[src/rtl/wb_master_cmd.sv]
// ==== wb_master_cmd : single-command Wishbone master with ack timeout and error count (rev 1.0) ====
`default_nettype none

`ifndef ADDR_WIDTH
`define ADDR_WIDTH 8
`endif
`ifndef DATA_WIDTH
`define DATA_WIDTH 8
`endif

module wb_master_cmd #(
   parameter int TIMEOUT = 16
) (
   input  logic                     clk_i,
   input  logic                     rst_i,
   // command side
   input  logic                     cmd_valid_i,
   output logic                     cmd_ready_o,
   input  logic                     cmd_we_i,
   input  logic [`ADDR_WIDTH-1:0]   cmd_adr_i,
   input  logic [`DATA_WIDTH-1:0]   cmd_dat_i,
   // response side
   output logic                     rsp_valid_o,
   output logic [`DATA_WIDTH-1:0]   rsp_dat_o,
   output logic                     rsp_err_o,
   output logic [7:0]               err_cnt_o,
   // Wishbone master
   output logic [`ADDR_WIDTH-1:0]   adr_o,
   output logic [`DATA_WIDTH-1:0]   dat_o,
   input  logic [`DATA_WIDTH-1:0]   dat_i,
   output logic                     we_o,
   output logic                     stb_o,
   output logic                     cyc_o,
   input  logic                     ack_i
);

   typedef enum logic [1:0] {
      S_IDLE = 2'd0,
      S_BUS  = 2'd1,
      S_DONE = 2'd2
   } state_t;

   localparam logic [7:0] C_CNT_LAST = 8'(TIMEOUT - 1);

   state_t                    state_q;
   logic                      cmd_ready_q;
   logic                      stb_q;
   logic                      we_q;
   logic [`ADDR_WIDTH-1:0]    adr_q;
   logic [`DATA_WIDTH-1:0]    dat_q;
   logic                      rsp_valid_q;
   logic                      rsp_err_q;
   logic [`DATA_WIDTH-1:0]    rsp_dat_q;
   logic [7:0]                err_cnt_q;
   logic [7:0]                cnt_q;

   logic [7:0]                cnt_d;
   logic [7:0]                err_cnt_d;

   assign cnt_d     = cnt_q + 8'd1;
   assign err_cnt_d = (err_cnt_q == 8'hFF) ? err_cnt_q : err_cnt_q + 8'd1;

   always_ff @(posedge clk_i) begin
      if (!rst_i) begin
         state_q     <= S_IDLE;
         cmd_ready_q <= 1'b0;
         stb_q       <= 1'b0;
         we_q        <= 1'b0;
         adr_q       <= '0;
         dat_q       <= '0;
         rsp_valid_q <= 1'b0;
         rsp_err_q   <= 1'b0;
         rsp_dat_q   <= '0;
         err_cnt_q   <= 8'd0;
         cnt_q       <= 8'd0;
      end else begin
         rsp_valid_q <= 1'b0;
         case (state_q)
            S_IDLE: begin
               // ready is held low for the first cycle after reset release
               if (cmd_ready_q && cmd_valid_i) begin
                  we_q        <= cmd_we_i;
                  adr_q       <= cmd_adr_i;
                  dat_q       <= cmd_we_i ? cmd_dat_i : '0;
                  stb_q       <= 1'b1;
                  cmd_ready_q <= 1'b0;
                  cnt_q       <= 8'd0;
                  state_q     <= S_BUS;
               end else begin
                  cmd_ready_q <= 1'b1;
               end
            end
            S_BUS: begin
               // ack on the last counted cycle still completes as success
               if (ack_i) begin
                  stb_q       <= 1'b0;
                  rsp_valid_q <= 1'b1;
                  rsp_err_q   <= 1'b0;
                  rsp_dat_q   <= we_q ? '0 : dat_i;
                  state_q     <= S_DONE;
               end else if (cnt_q == C_CNT_LAST) begin
                  stb_q       <= 1'b0;
                  rsp_valid_q <= 1'b1;
                  rsp_err_q   <= 1'b1;
                  rsp_dat_q   <= '0;
                  err_cnt_q   <= err_cnt_d;
                  state_q     <= S_DONE;
               end else begin
                  cnt_q       <= cnt_d;
               end
            end
            S_DONE: begin
               cmd_ready_q <= 1'b1;
               state_q     <= S_IDLE;
            end
            default: begin
               stb_q       <= 1'b0;
               cmd_ready_q <= 1'b0;
               state_q     <= S_IDLE;
            end
         endcase
      end
   end

   assign cmd_ready_o = cmd_ready_q;
   assign stb_o       = stb_q;
   assign cyc_o       = stb_q;
   assign we_o        = we_q;
   assign adr_o       = adr_q;
   assign dat_o       = dat_q;
   assign rsp_valid_o = rsp_valid_q;
   assign rsp_err_o   = rsp_err_q;
   assign rsp_dat_o   = rsp_dat_q;
   assign err_cnt_o   = err_cnt_q;

endmodule

`default_nettype wire

[config.mk]
export PLATFORM = sky130hd
export DESIGN_NAME = wb_master_cmd
export DESIGN_NICKNAME = d
export VERILOG_FILES = /design/src/rtl/wb_master_cmd.sv
export SDC_FILE = /design/constraint.sdc
export NUM_CORES = 1
export LEC_CHECK = 0
export ABC_AREA = 1
export BUFFER_PORTS_ARGS = -buffer_cell sky130_fd_sc_hd__buf_4
export CAP_MARGIN = 5
export CORE_MARGIN = 2
export CORE_UTILIZATION = 45
export CTS_BUF_LIST = sky130_fd_sc_hd__clkbuf_4
export CTS_CLUSTER_DIAMETER = 60
export DETAILED_ROUTE_END_ITERATION = 8
export GPL_ROUTABILITY_DRIVEN = 1
export MAX_ROUTING_LAYER = met4
export PLACE_DENSITY_LB_ADDON = 0.3
export SYNTH_ARGS = -nofsm -noshare
export SYNTH_HDL_FRONTEND = slang
export SYNTH_SLANG_ARGS = --single-unit
[constraint.sdc]
create_clock -name clk_i -period 4.12 [get_ports clk_i]
set_clock_uncertainty 0.1 [all_clocks]
set_input_delay 0.824 -clock clk_i [delete_from_list [all_inputs] [get_ports clk_i]]
set_output_delay 0.824 -clock clk_i [all_outputs]
set_load 0.1 [all_outputs]
==> results.json <==
{
  "clk_pin_slew_ns": 0.13,
  "postCtsSetupBuffers": 0,
  "crit_buf_inv": 1,
  "antenna_found_initial": 0,
  "syn_avg_cell_area_um2": 7.30,
  "grt_max_degree": 29,
  "ys_async_sr_fraction_pct": 0,
  "path_class": "reg -> out",
  "routed_wl_um": 4480,
  "path_cells": "buf_4",
  "cts_tree": "yes",
  "min_from": "rsp_dat_o[2]$_SDFFE_PN0P_",
  "synth_top_family_by_area": "simple AND/OR/NAND/NOR gates",
  "gp_congestion": 0.810,
  "synth_most_common_cell": "nand2_1",
  "grt_setup_unrepaired": "false",
  "drt-met1-wl_um": 2060,
  "period_needed_ns": 2.07,
  "hpwl_um": 3160,
  "first_global_vias": 1798,
  "synth_cell_types": 28,
  "drt_iter0_drc": 54,
  "cts_hold_buf": 0,
  "clk_latency_ns": 0.35,
  "drive_gt1_share_pct": 25.3,
  "ctsResizeCount": 0,
  "slowest_delay_ns": 0.46,
  "port_buffers": 66,
  "internal_power_mw": 0.658,
  "clkSinkCount": 47,
  "status": "completed",
  "switching_power_mw": 0.303,
  "start_util_pct": 46.6,
  "syn_inst": 276,
  "power_switching_share_pct": 31.5,
  "ys_seq_elements": 47,
  "finalSetupViolCount": 0,
  "route.met3.wl_um": 225,
  "wl_met2_um": 2090,
  "highest_layer": "met4",
  "min_period_over_period_pct": 50.3,
  "synth.cell_area_um2": 2020,
  "startpoint_type": "register",
  "hold_class": "reg -> reg",
  "drc_errors": 0,
  "synth-edff-count": 0,
  "p_leak_nw": 1.17,
  "yosys.area.top_type": "dfxtp_1",
  "drt_pre_antenna_iters": 4,
  "die_w_um": 70.9,
  "ant_nets": 0,
  "wl_per_cell_um": 11.4,
  "yosys.area_share.simple_pct": 29.1,
  "maxSlewViolCount": 0,
  "cts_buffers": 5,
  "synth_top_area_share_pct": 46.7,
  "synthMuxAreaShare_pct": 0,
  "slowest_stage": "dfxtp_1",
  "cts_max_path_buffers": 2,
  "num_vias": 1914,
  "yosys-top-cells-count": "nand2_1, dfxtp_1, nor2_1",
  "area_growth_pct": 29.3,
  "vias_per_cell": 4.88,
  "worst_slack_ns": 2.05,
  "antenna_cells": 0,
  "tightest_slew_ns": 0.665,
  "synth_area_leaders": "dfxtp_1, nand2_1, nor2_1",
  "seq_power_share_pct": 50.6,
  "crit_arrival_ns": 1.15,
  "path_delay_family": "flip-flops",
  "io_pins": 67,
  "grt.total_usage_pct": 19.2,
  "hold_viol_final": 0,
  "comb_power_share_pct": 21.3,
  "grt_first_pass_wirelength_um": 7550,
  "synth_fa_ha_area_share_pct": 1.24,
  "num_rows": 24,
  "coreArea_um2": 4320,
  "ys_seq_area_share_pct": 46.7,
  "synth_nets": 307,
  "drv_cap": 0,
  "power_density_nw_per_um2": 369,
  "fin_tns_setup_ns": 0,
  "synth_compound_area_share_pct": 14.0,
  "dp_slack_ns": 1.92,
  "overflow": 0,
  "synth_xor_area_share_pct": 1.74,
  "synthFlopType": "dfxtp_1",
  "clock-root-buffer": "clkbuf_4",
  "fmax_ghz": 0.482,
  "finalNetCount": 371,
  "crit_path_start": "err_cnt_o[5]$_SDFFE_PN0P_",
  "peakVddDrop_mv": 0.236,
  "dieHeight_um": 70.9,
  "final_util_pct": 60.3,
  "crit_required_ns": 3.20,
  "critPathCaptureType": "output port",
  "die-area_um2": 5030,
  "relSlewSlack_pct": 55.6,
  "cp_max_fo": 7,
  "htree_levels": 2,
  "clockPowerShare_pct": 28.1,
  "yosys_warnings": 0,
  "r2r_start": "cnt_q[0]$_SDFFE_PN0P_"
}
==> cells in the final DEF (no fill, tap or decap) <==
master | synthesis | final
clkbuf_4 | 0 | 6
o21a_1 | 1 | 1
nand3_4 | 1 | 1
o21ai_1 | 7 | 7
inv_2 | 2 | 2
nor3b_1 | 1 | 1
inv_1 | 23 | 23
nand3_1 | 20 | 20
nand4_1 | 2 | 2
nor3_1 | 1 | 1
nand3b_1 | 1 | 1
o21ai_0 | 19 | 19
nand2_2 | 2 | 2
buf_4 | 1 | 67
a21oi_1 | 24 | 24
ha_1 | 2 | 2
nor2_2 | 4 | 4
nor2_1 | 38 | 38
dfxtp_1 | 47 | 47
bufinv_16 | 0 | 1
o21ai_4 | 1 | 1
nor3_2 | 2 | 2
a22oi_1 | 1 | 1
nand2_1 | 63 | 63
xor2_1 | 4 | 4
==> layout make-up <==
cell class                 instances  area (µm²)
timing repair buffer              67         503
fill                             432        1720
clock buffer                       6        45.0
clock inverter                     1        30.0
tap                               52        65.1
sequential                        47         941
multi-input combinational        194         928
inverter                          25        93.8
==> worst register-to-register path, delay by kind of cell (launching register included) <==
family / cells / cell delay, ns
AOI/OAI and AO/OA: 1 / 0.07
DFF: 1 / 0.40
and+or+nand+nor: 4 / 0.76
adders and majority gates: 1 / 0.26
==> power groups by stage <==
stage,combinational [mW],clock [mW],sequential (mW)
after floorplan,0.0624,0,0.587
after global placement,0.204,0,0.496
after detailed placement,0.206,0,0.496
after CTS,0.206,0.280,0.486
after global routing,0.218,0.300,0.489
final,0.204,0.270,0.486
==> worst paths after layout <==
| path | cells after the start | slack [ns] | end |
|---|---|---|---|
| setup / recovery | 1 | 2.05 | err_cnt_o[5] |
| hold reg to reg | 2 | 0.37 | rsp_dat_o[2]$_SDFFE_PN0P_ |
| setup reg to reg | 6 | 2.42 | err_cnt_o[4]$_SDFFE_PN0P_ |
| hold / removal | 2 | 0.37 | rsp_dat_o[2]$_SDFFE_PN0P_ |
==> stage by stage <==
stage | std cells | hold slack (ns) | total power [mW] | instance area, µm²
after global placement | 385 | 0.350 | 0.699 | 2530
after global routing | 392 | 0.397 | 1.01 | 2610
after CTS | 392 | 0.371 | 0.972 | 2610
after floorplan | 276 | 0.372 | 0.650 | 2020
after detailed placement | 385 | 0.352 | 0.701 | 2530
final | 392 | 0.368 | 0.961 | 2610
==> sequential cells by signal, summed over array words and instances, names as in the netlist, 2 cells and up <==
signal / count
state_q: 2
adr_o: 8
cnt_q: 8
rsp_dat_o: 8
dat_o: 8
err_cnt_o: 8
==> layer usage <==
metal | GRT usage [%] | vias up
met5 | - | -
met4 | 9.01 | 0
met3 | 5.27 | 6
met2 | 30.5 | 46
met1 | 22.5 | 848
li1 | - | 1014
==> kinds of logic (layout without fill, tap and decap cells) <==
kind of cell / Yosys count / count (layout)
simple gates: 135 / 135
compound gates: 53 / 53
buf+inv: 35 / 99
fa+ha+maj: 2 / 2
flops: 47 / 47
xor+xnor: 4 / 4
Note: power is estimated with default switching activity, not from simulation.
